## src/rtl/sram_fifo_pkg.sv

```systemverilog
// Shared sizes and types for the 256x36 SRAM-backed FIFO controller.
package sram_fifo_pkg;
    localparam int DEPTH  = 256;
    localparam int WIDTH  = 36;
    localparam int ADDR_W = 8;
    localparam int CNT_W  = 9;

    typedef logic [WIDTH-1:0]  data_t;
    typedef logic [ADDR_W-1:0] ptr_t;
    typedef logic [CNT_W-1:0]  cnt_t;
endpackage

```

## src/rtl/sram_fifo_obuf.sv

```systemverilog
// Two-entry capture/skid buffer holding SRAM read data until the consumer takes it.
module sram_fifo_obuf
    import sram_fifo_pkg::*;
(
    input  logic       clock,
    input  logic       reset_n,
    input  logic       push_i,
    input  data_t      push_data_i,
    input  logic       pop_i,
    output logic       valid_o,
    output data_t      head_o,
    output logic [1:0] count_o
);
    data_t      mem_q [2];
    logic       head_q;
    logic [1:0] cnt_q;
    logic       tail;
    logic       pop;

    assign valid_o = (cnt_q != 2'd0);
    assign pop     = pop_i && valid_o;
    assign head_o  = mem_q[head_q];
    assign count_o = cnt_q;
    // With cnt_q==2 a push can only coincide with a pop, so the freed head slot becomes the tail.
    assign tail    = head_q ^ cnt_q[0];

    always_ff @(posedge clock or negedge reset_n) begin
        if (!reset_n) begin
            head_q <= 1'b0;
            cnt_q  <= 2'd0;
        end else begin
            if (pop) head_q <= ~head_q;
            cnt_q <= cnt_q + {1'b0, push_i} - {1'b0, pop};
        end
    end

    always_ff @(posedge clock) begin
        if (push_i) mem_q[tail] <= push_data_i;
    end
endmodule

```

## src/rtl/sram_fifo_ctrl_256x36.sv

```systemverilog
// FIFO controller sharing one 1RW SRAM port between enqueue writes and prefetch reads.
// Optional SRAM_FIFO_BYPASS_EN: when the FIFO is otherwise empty, enqueues go straight to the output buffer.
module sram_fifo_ctrl_256x36
    import sram_fifo_pkg::*;
(
    input  logic              clock,
    input  logic              reset_n,
    input  logic              enq_valid,
    output logic              enq_ready,
    input  logic [WIDTH-1:0]  enq_data,
    output logic              deq_valid,
    input  logic              deq_ready,
    output logic [WIDTH-1:0]  deq_data,
    output logic [CNT_W-1:0]  occupancy,
    output logic [ADDR_W-1:0] sram_addr,
    output logic              sram_en,
    output logic              sram_wmode,
    output logic [WIDTH-1:0]  sram_wdata,
    input  logic [WIDTH-1:0]  sram_rdata
);
    ptr_t       wr_ptr_q, rd_ptr_q;
    cnt_t       sram_cnt_q, sram_cnt_d;
    logic       rd_inflight_q;
    ptr_t       addr_q;
    logic       wmode_q;
    data_t      wdata_q;
    logic [1:0] ob_cnt;
    logic       rd_sel, wr_sel, byp_ok, byp_sel, enq_fire;
    logic       ob_push;
    data_t      ob_push_data;

    // Arbitration looks only at registered state so deq_ready never reaches the SRAM pins.
    assign rd_sel = (sram_cnt_q != '0) && ((3'(ob_cnt) + 3'(rd_inflight_q)) < 3'd2);

`ifdef SRAM_FIFO_BYPASS_EN
    assign byp_ok = (sram_cnt_q == '0) && !rd_inflight_q && (ob_cnt != 2'd2);
`else
    assign byp_ok = 1'b0;
`endif

    assign enq_ready = reset_n && !rd_sel && ((sram_cnt_q < cnt_t'(DEPTH)) || byp_ok);
    assign enq_fire  = enq_valid && enq_ready;
    assign byp_sel   = enq_fire && byp_ok;
    assign wr_sel    = enq_fire && !byp_ok;

    always_comb begin
        sram_en    = rd_sel || wr_sel;
        sram_addr  = addr_q;
        sram_wmode = wmode_q;
        sram_wdata = wdata_q;
        if (rd_sel) begin
            sram_addr  = rd_ptr_q;
            sram_wmode = 1'b0;
        end else if (wr_sel) begin
            sram_addr  = wr_ptr_q;
            sram_wmode = 1'b1;
            sram_wdata = enq_data;
        end
    end

    assign sram_cnt_d = sram_cnt_q + cnt_t'(wr_sel) - cnt_t'(rd_sel);

    always_ff @(posedge clock or negedge reset_n) begin
        if (!reset_n) begin
            wr_ptr_q      <= '0;
            rd_ptr_q      <= '0;
            sram_cnt_q    <= '0;
            rd_inflight_q <= 1'b0;
            addr_q        <= '0;
            wmode_q       <= 1'b0;
            wdata_q       <= '0;
        end else begin
            if (wr_sel) wr_ptr_q <= wr_ptr_q + ptr_t'(1);
            if (rd_sel) rd_ptr_q <= rd_ptr_q + ptr_t'(1);
            sram_cnt_q    <= sram_cnt_d;
            rd_inflight_q <= rd_sel;
            addr_q        <= sram_addr;
            wmode_q       <= sram_wmode;
            wdata_q       <= sram_wdata;
        end
    end

    // Read data is only looked at in the cycle after a read, so an undriven bus never enters the buffer.
    assign ob_push      = rd_inflight_q || byp_sel;
    assign ob_push_data = rd_inflight_q ? sram_rdata : enq_data;

    sram_fifo_obuf u_obuf (
        .clock       (clock),
        .reset_n     (reset_n),
        .push_i      (ob_push),
        .push_data_i (ob_push_data),
        .pop_i       (deq_ready),
        .valid_o     (deq_valid),
        .head_o      (deq_data),
        .count_o     (ob_cnt)
    );

    assign occupancy = sram_cnt_q + cnt_t'(rd_inflight_q) + cnt_t'(ob_cnt);
endmodule
```

## config.mk

```make
export PLATFORM = sky130hd
export DESIGN_NAME = sram_fifo_ctrl_256x36
export DESIGN_NICKNAME = d
export VERILOG_FILES = /design/src/rtl/sram_fifo_pkg.sv /design/src/rtl/sram_fifo_obuf.sv /design/src/rtl/sram_fifo_ctrl_256x36.sv
export SDC_FILE = /design/constraint.sdc
export NUM_CORES = 1
export LEC_CHECK = 0
export CAP_MARGIN = 20
export CORE_UTILIZATION = 49
export DETAILED_ROUTE_END_ITERATION = 16
export HOLD_SLACK_MARGIN = 0.02
export PLACE_DENSITY = 0.8
export SETUP_SLACK_MARGIN = 0.1
export SYNTH_ARGS = -nofsm -noshare
export SYNTH_HDL_FRONTEND = slang
export SYNTH_SLANG_ARGS = --single-unit
```

## constraint.sdc

```tcl
create_clock -name clock -period 3.9 [get_ports clock]
set_input_delay 0.78 -clock clock [delete_from_list [all_inputs] [get_ports clock]]
set_output_delay 0.78 -clock clock [all_outputs]
set_load 0.03 [all_outputs]
```

==> load_flow_metrics.sql <==
INSERT INTO impl_metrics (metric_group, metric, value, unit) VALUES
('outcome', 'outcome', 'complete, no violations', ''),
('yosys', 'synth_top_area_share', '32.83', '%'),
('clock_network', 'tritoncts', 'yes', ''),
('timing', 'final_setup_viols', '0', ''),
('clock_network', 'htree_num_levels', '4', ''),
('drt', 'route.detailed.vias_per_inst', '5.191', ''),
('clock_network', 'cts-root-to-sink-buffers', '2', ''),
('critical_path', 'critical_path_peak_fanout', '39', ''),
('placement', 'detailed_placement_wirelength_estimate', '9898', 'µm'),
('placement', 'post_dp_cell_area', '0.008472', 'mm²'),
('finish', 'synthToLayoutAreaGrowth', '37.75', '%'),
('yosys', 'yosys.area_share.xor_xnor', '4.389', '%'),
('timing', 'slew_viol_final', '0', ''),
('grt', 'gr-total-overflow', '0', ''),
('clock_network', 'cts-hold-fix-buffers', '0', ''),
('grt', 'first_global_vias', '4325', ''),
('yosys', 'synth_adder_area_share', '5.282', '%'),
('timing', 'min_period_over_period', '94.23', '%'),
('grt', 'pin_count_of_the_biggest_net_entering_global_routing', '55', ''),
('floorplanning', 'floorplan.io_pins', '169', ''),
('clock_network', 'clk-insertion-delay-late', '0.42', 'ns'),
('clock_network', 'clockRootBuffer', 'clkbuf_16', ''),
('timing', 'timing.final.hold_violations', '0', ''),
('yosys', 'seq_area_frac_synth', '60.95', '%'),
('critical_path', 'r2r_start', 'sram_cnt_q[6]$_DFF_PN0_', ''),
('finish', 'layout.core_utilization', '70.45', '%'),
('min_path', 'worstHoldPathType', 'in2async', ''),
('critical_path', 'worst_setup_path_end_kind', 'output pin', ''),
('yosys', 'synth_top_area_cell', 'edfxtp_1', ''),
('drt', 'ant_nets', '0', ''),
('grt', 'first_pass_grt_wire_length', '22840', 'µm'),
('clock_network', 'numClockSinks', '146', ''),
('finish', 'area_occupied_by_multi_input_gates', '0.002416', 'mm²'),
('pwr', 'worst_ir_drop_vdd', '0.8238', 'mV'),
('yosys', 'synth.yosys.warnings', '0', ''),
('grt', 'antenna_found_initial', '0', ''),
('yosys', 'combinational_family_with_the_most_area_after_synthesis', 'multiplexers', ''),
('placement', 'finalWeightedCongestion', '0.8299', ''),
('floorplanning', 'die_height', '117.9', 'µm'),
('clock_network', 'clk_pin_slew_worst_paths', '0.06', 'ns'),
('job', 'maxCapViolations', '0', ''),
('timing', 'timing.slew.headroom', '41.07', '%'),
('critical_path', 'timing.setup.critical_path_class', 'reg2out', ''),
('drt', 'drc_errors', '0', ''),
('pwr', 'pleak', '0.003662', 'µW'),
('floorplanning', 'std_cell_rows', '41', ''),
('yosys', 'compound_cell_area_share_of_the_yosys_netlist', '2.242', '%'),
('drt', 'drt-initial-drc-count', '172', ''),
('clock_network', 'cts_buffers', '17', ''),
('yosys', 'synth-async-reset-ratio', '50.68', '%'),
('timing', 'timing_worst_slew_pin_value', '0.8839', 'ns'),
('floorplanning', 'core_area', '0.01288', 'mm²'),
('timing', 'rsz0062_at_grt', 'no', ''),
('finish', 'drive_above_1_share', '26.18', '%'),
('critical_path', 'critical_path.startpoint', 'sram_cnt_q[6]$_DFF_PN0_', ''),
('yosys', 'synthCells', '445', ''),
('floorplanning', 'chipWidth', '117.9', 'µm'),
('yosys', 'synth_cell_type_count', '38', ''),
('grt', 'grtUsageTotal', '21.55', '%'),
('floorplanning', 'initial_core_util', '51.14', '%'),
('drt', 'wl_per_cell', '17.57', 'µm'),
('yosys', 'muxShareOfSynthArea', '18.64', '%'),
('yosys', 'postSynth.topFlopCell', 'dfrtp_1', ''),
('drt', 'firstDrtPassIters', '4', ''),
('timing', 'fin_setup_tns', '0', 'ns'),
('drt', 'routed_wirelength', '14230', 'µm'),
('finish', 'postLayoutCellArea', '0.009071', 'mm²'),
('drt', 'via_count', '4205', ''),
('yosys', 'postSynthAreaPerCell', '14.80', 'µm²'),
('yosys', 'post_synth_and_or_nand_nor_area_fraction', '6.004', '%'),
('critical_path', 'worst-endpoint-required', '3.12', 'ns');
==> layout by cell type, fill, tap and decap left out, types with 2 or more instances in the layout <==
| cell type | instances |
|---|---|
| a21oi_1 | 5 |
| a31oi_1 | 8 |
| and2_1 | 2 |
| and3_1 | 2 |
| buf_4 | 14 |
| bufinv_16 | 2 |
| clkbuf_16 | 17 |
| clkdlybuf4s50_1 | 154 |
| clkinv_2 | 4 |
| clkinv_4 | 4 |
| clkinvlp_4 | 3 |
| dfrtp_1 | 72 |
| dfrtp_2 | 2 |
| dlymetal6s2s_1 | 8 |
| edfxtp_1 | 72 |
| fa_1 | 3 |
| ha_1 | 23 |
| inv_1 | 17 |
| mux2_2 | 109 |
| nand2_1 | 28 |
| nand2b_1 | 2 |
| nand3_1 | 3 |
| nand3b_1 | 3 |
| nand4_1 | 10 |
| nor2_1 | 15 |
| xnor2_1 | 23 |
| xor2_1 | 10 |
==> cell type report <==
| type | instances | share of cell area (%) |
|---|---|---|
| sequential | 146 | 44.28 |
| timing repair buffer | 178 | 19.57 |
| clock buffer | 19 | 4.883 |
| tap | 172 | 2.372 |
| clock inverter | 13 | 1.517 |
| inverter | 18 | 0.7448 |
| multi-input combinational | 264 | 26.63 |
==> critical path: stages, from the launching register on <==
cell and delay [ns]:
dfrtp_1 0.45, inv_1 0.12, ha_1 0.16, nand2b_1 0.08
o41ai_4 0.32, nand2_2 0.14, buf_12 0.20, mux2_2 0.27
clkdlybuf4s50_1 0.68
==> stage by stage <==
step                      worst slack, ns  power, µW
after floorplan                    0.6404       6115
after global placement             0.3791       7892
after detailed placement           0.3244       8035
after CTS                          0.1957       9673
after global routing               0.1039      10070
final                              0.2249       9579
==> power by group <==
part           total, µW  switching [µW]  internal [µW]
Clock               1590             630            955
Sequential          2830             340           2490
Combinational       5170            2940           2220
==> registers in the layout, summed over array words and instances (netlist names) <==
signal and flops:
u_obuf.mem_q 72, wdata_q 36, sram_cnt_q 9, addr_q 8
rd_ptr_q 8, wr_ptr_q 8, u_obuf.count_o 2, ob_push 1
u_obuf.head_q 1, wmode_q 1
==> synthesized netlist by cell type (2+ instances only) <==
master	instances
dfrtp_1	74
clkbuf_1	11
nor2_1	16
xor2_1	10
nand2_1	28
nand3_1	3
buf_6	4
buf_2	2
mux2_2	109
and2_1	3
fa_1	3
nand4_1	10
nand3b_1	3
and3_1	2
nand2b_1	2
inv_1	17
edfxtp_1	72
a21oi_1	5
a31oi_1	8
xnor2_1	23
ha_1	23
==> per-layer routing <==
layer	vias up	wire length (µm)	track usage, %
met5	-	0	0
met4	0	123	4.567
met3	14	873	7.461
met2	152	7025	37.02
met1	2082	6209	26.10
li1	1957	-	-
==> worst paths after layout <==
check / to / slack [ns] / cells past startpoint
max: sram_wdata[5] / 0.22 / 8
min: wmode_q$_DFF_PN0_ / 0.36 / 2
max reg2reg: sram_cnt_q[7]$_DFF_PN0_ / 0.61 / 13
min reg2reg: wr_ptr_q[7]$_DFFE_PN0N_ / 0.47 / 1
max in group asynchronous: u_obuf.head_q$_DFFE_PN0P_ / 2.84 / 2
min in group clock: wr_ptr_q[7]$_DFFE_PN0N_ / 0.47 / 1
==> kinds of logic (layout without fill, tap and decap cells) <==
family / Yosys count / in the layout
flip-flops: 146 / 146
buffers and inverters: 35 / 228
AO/OA/AOI/OAI: 19 / 19
adder cells (fa/ha/maj): 26 / 26
XOR/XNOR: 33 / 33
AND/OR/NAND/NOR: 77 / 77
multiplexers: 109 / 109
==> repair_timing <==
action	4_1_cts	5_1_grt
resized for setup	1	8
buffers inserted	0	0
endpoints found under the setup margin	1	8
Power figures use the tool's default switching activity.
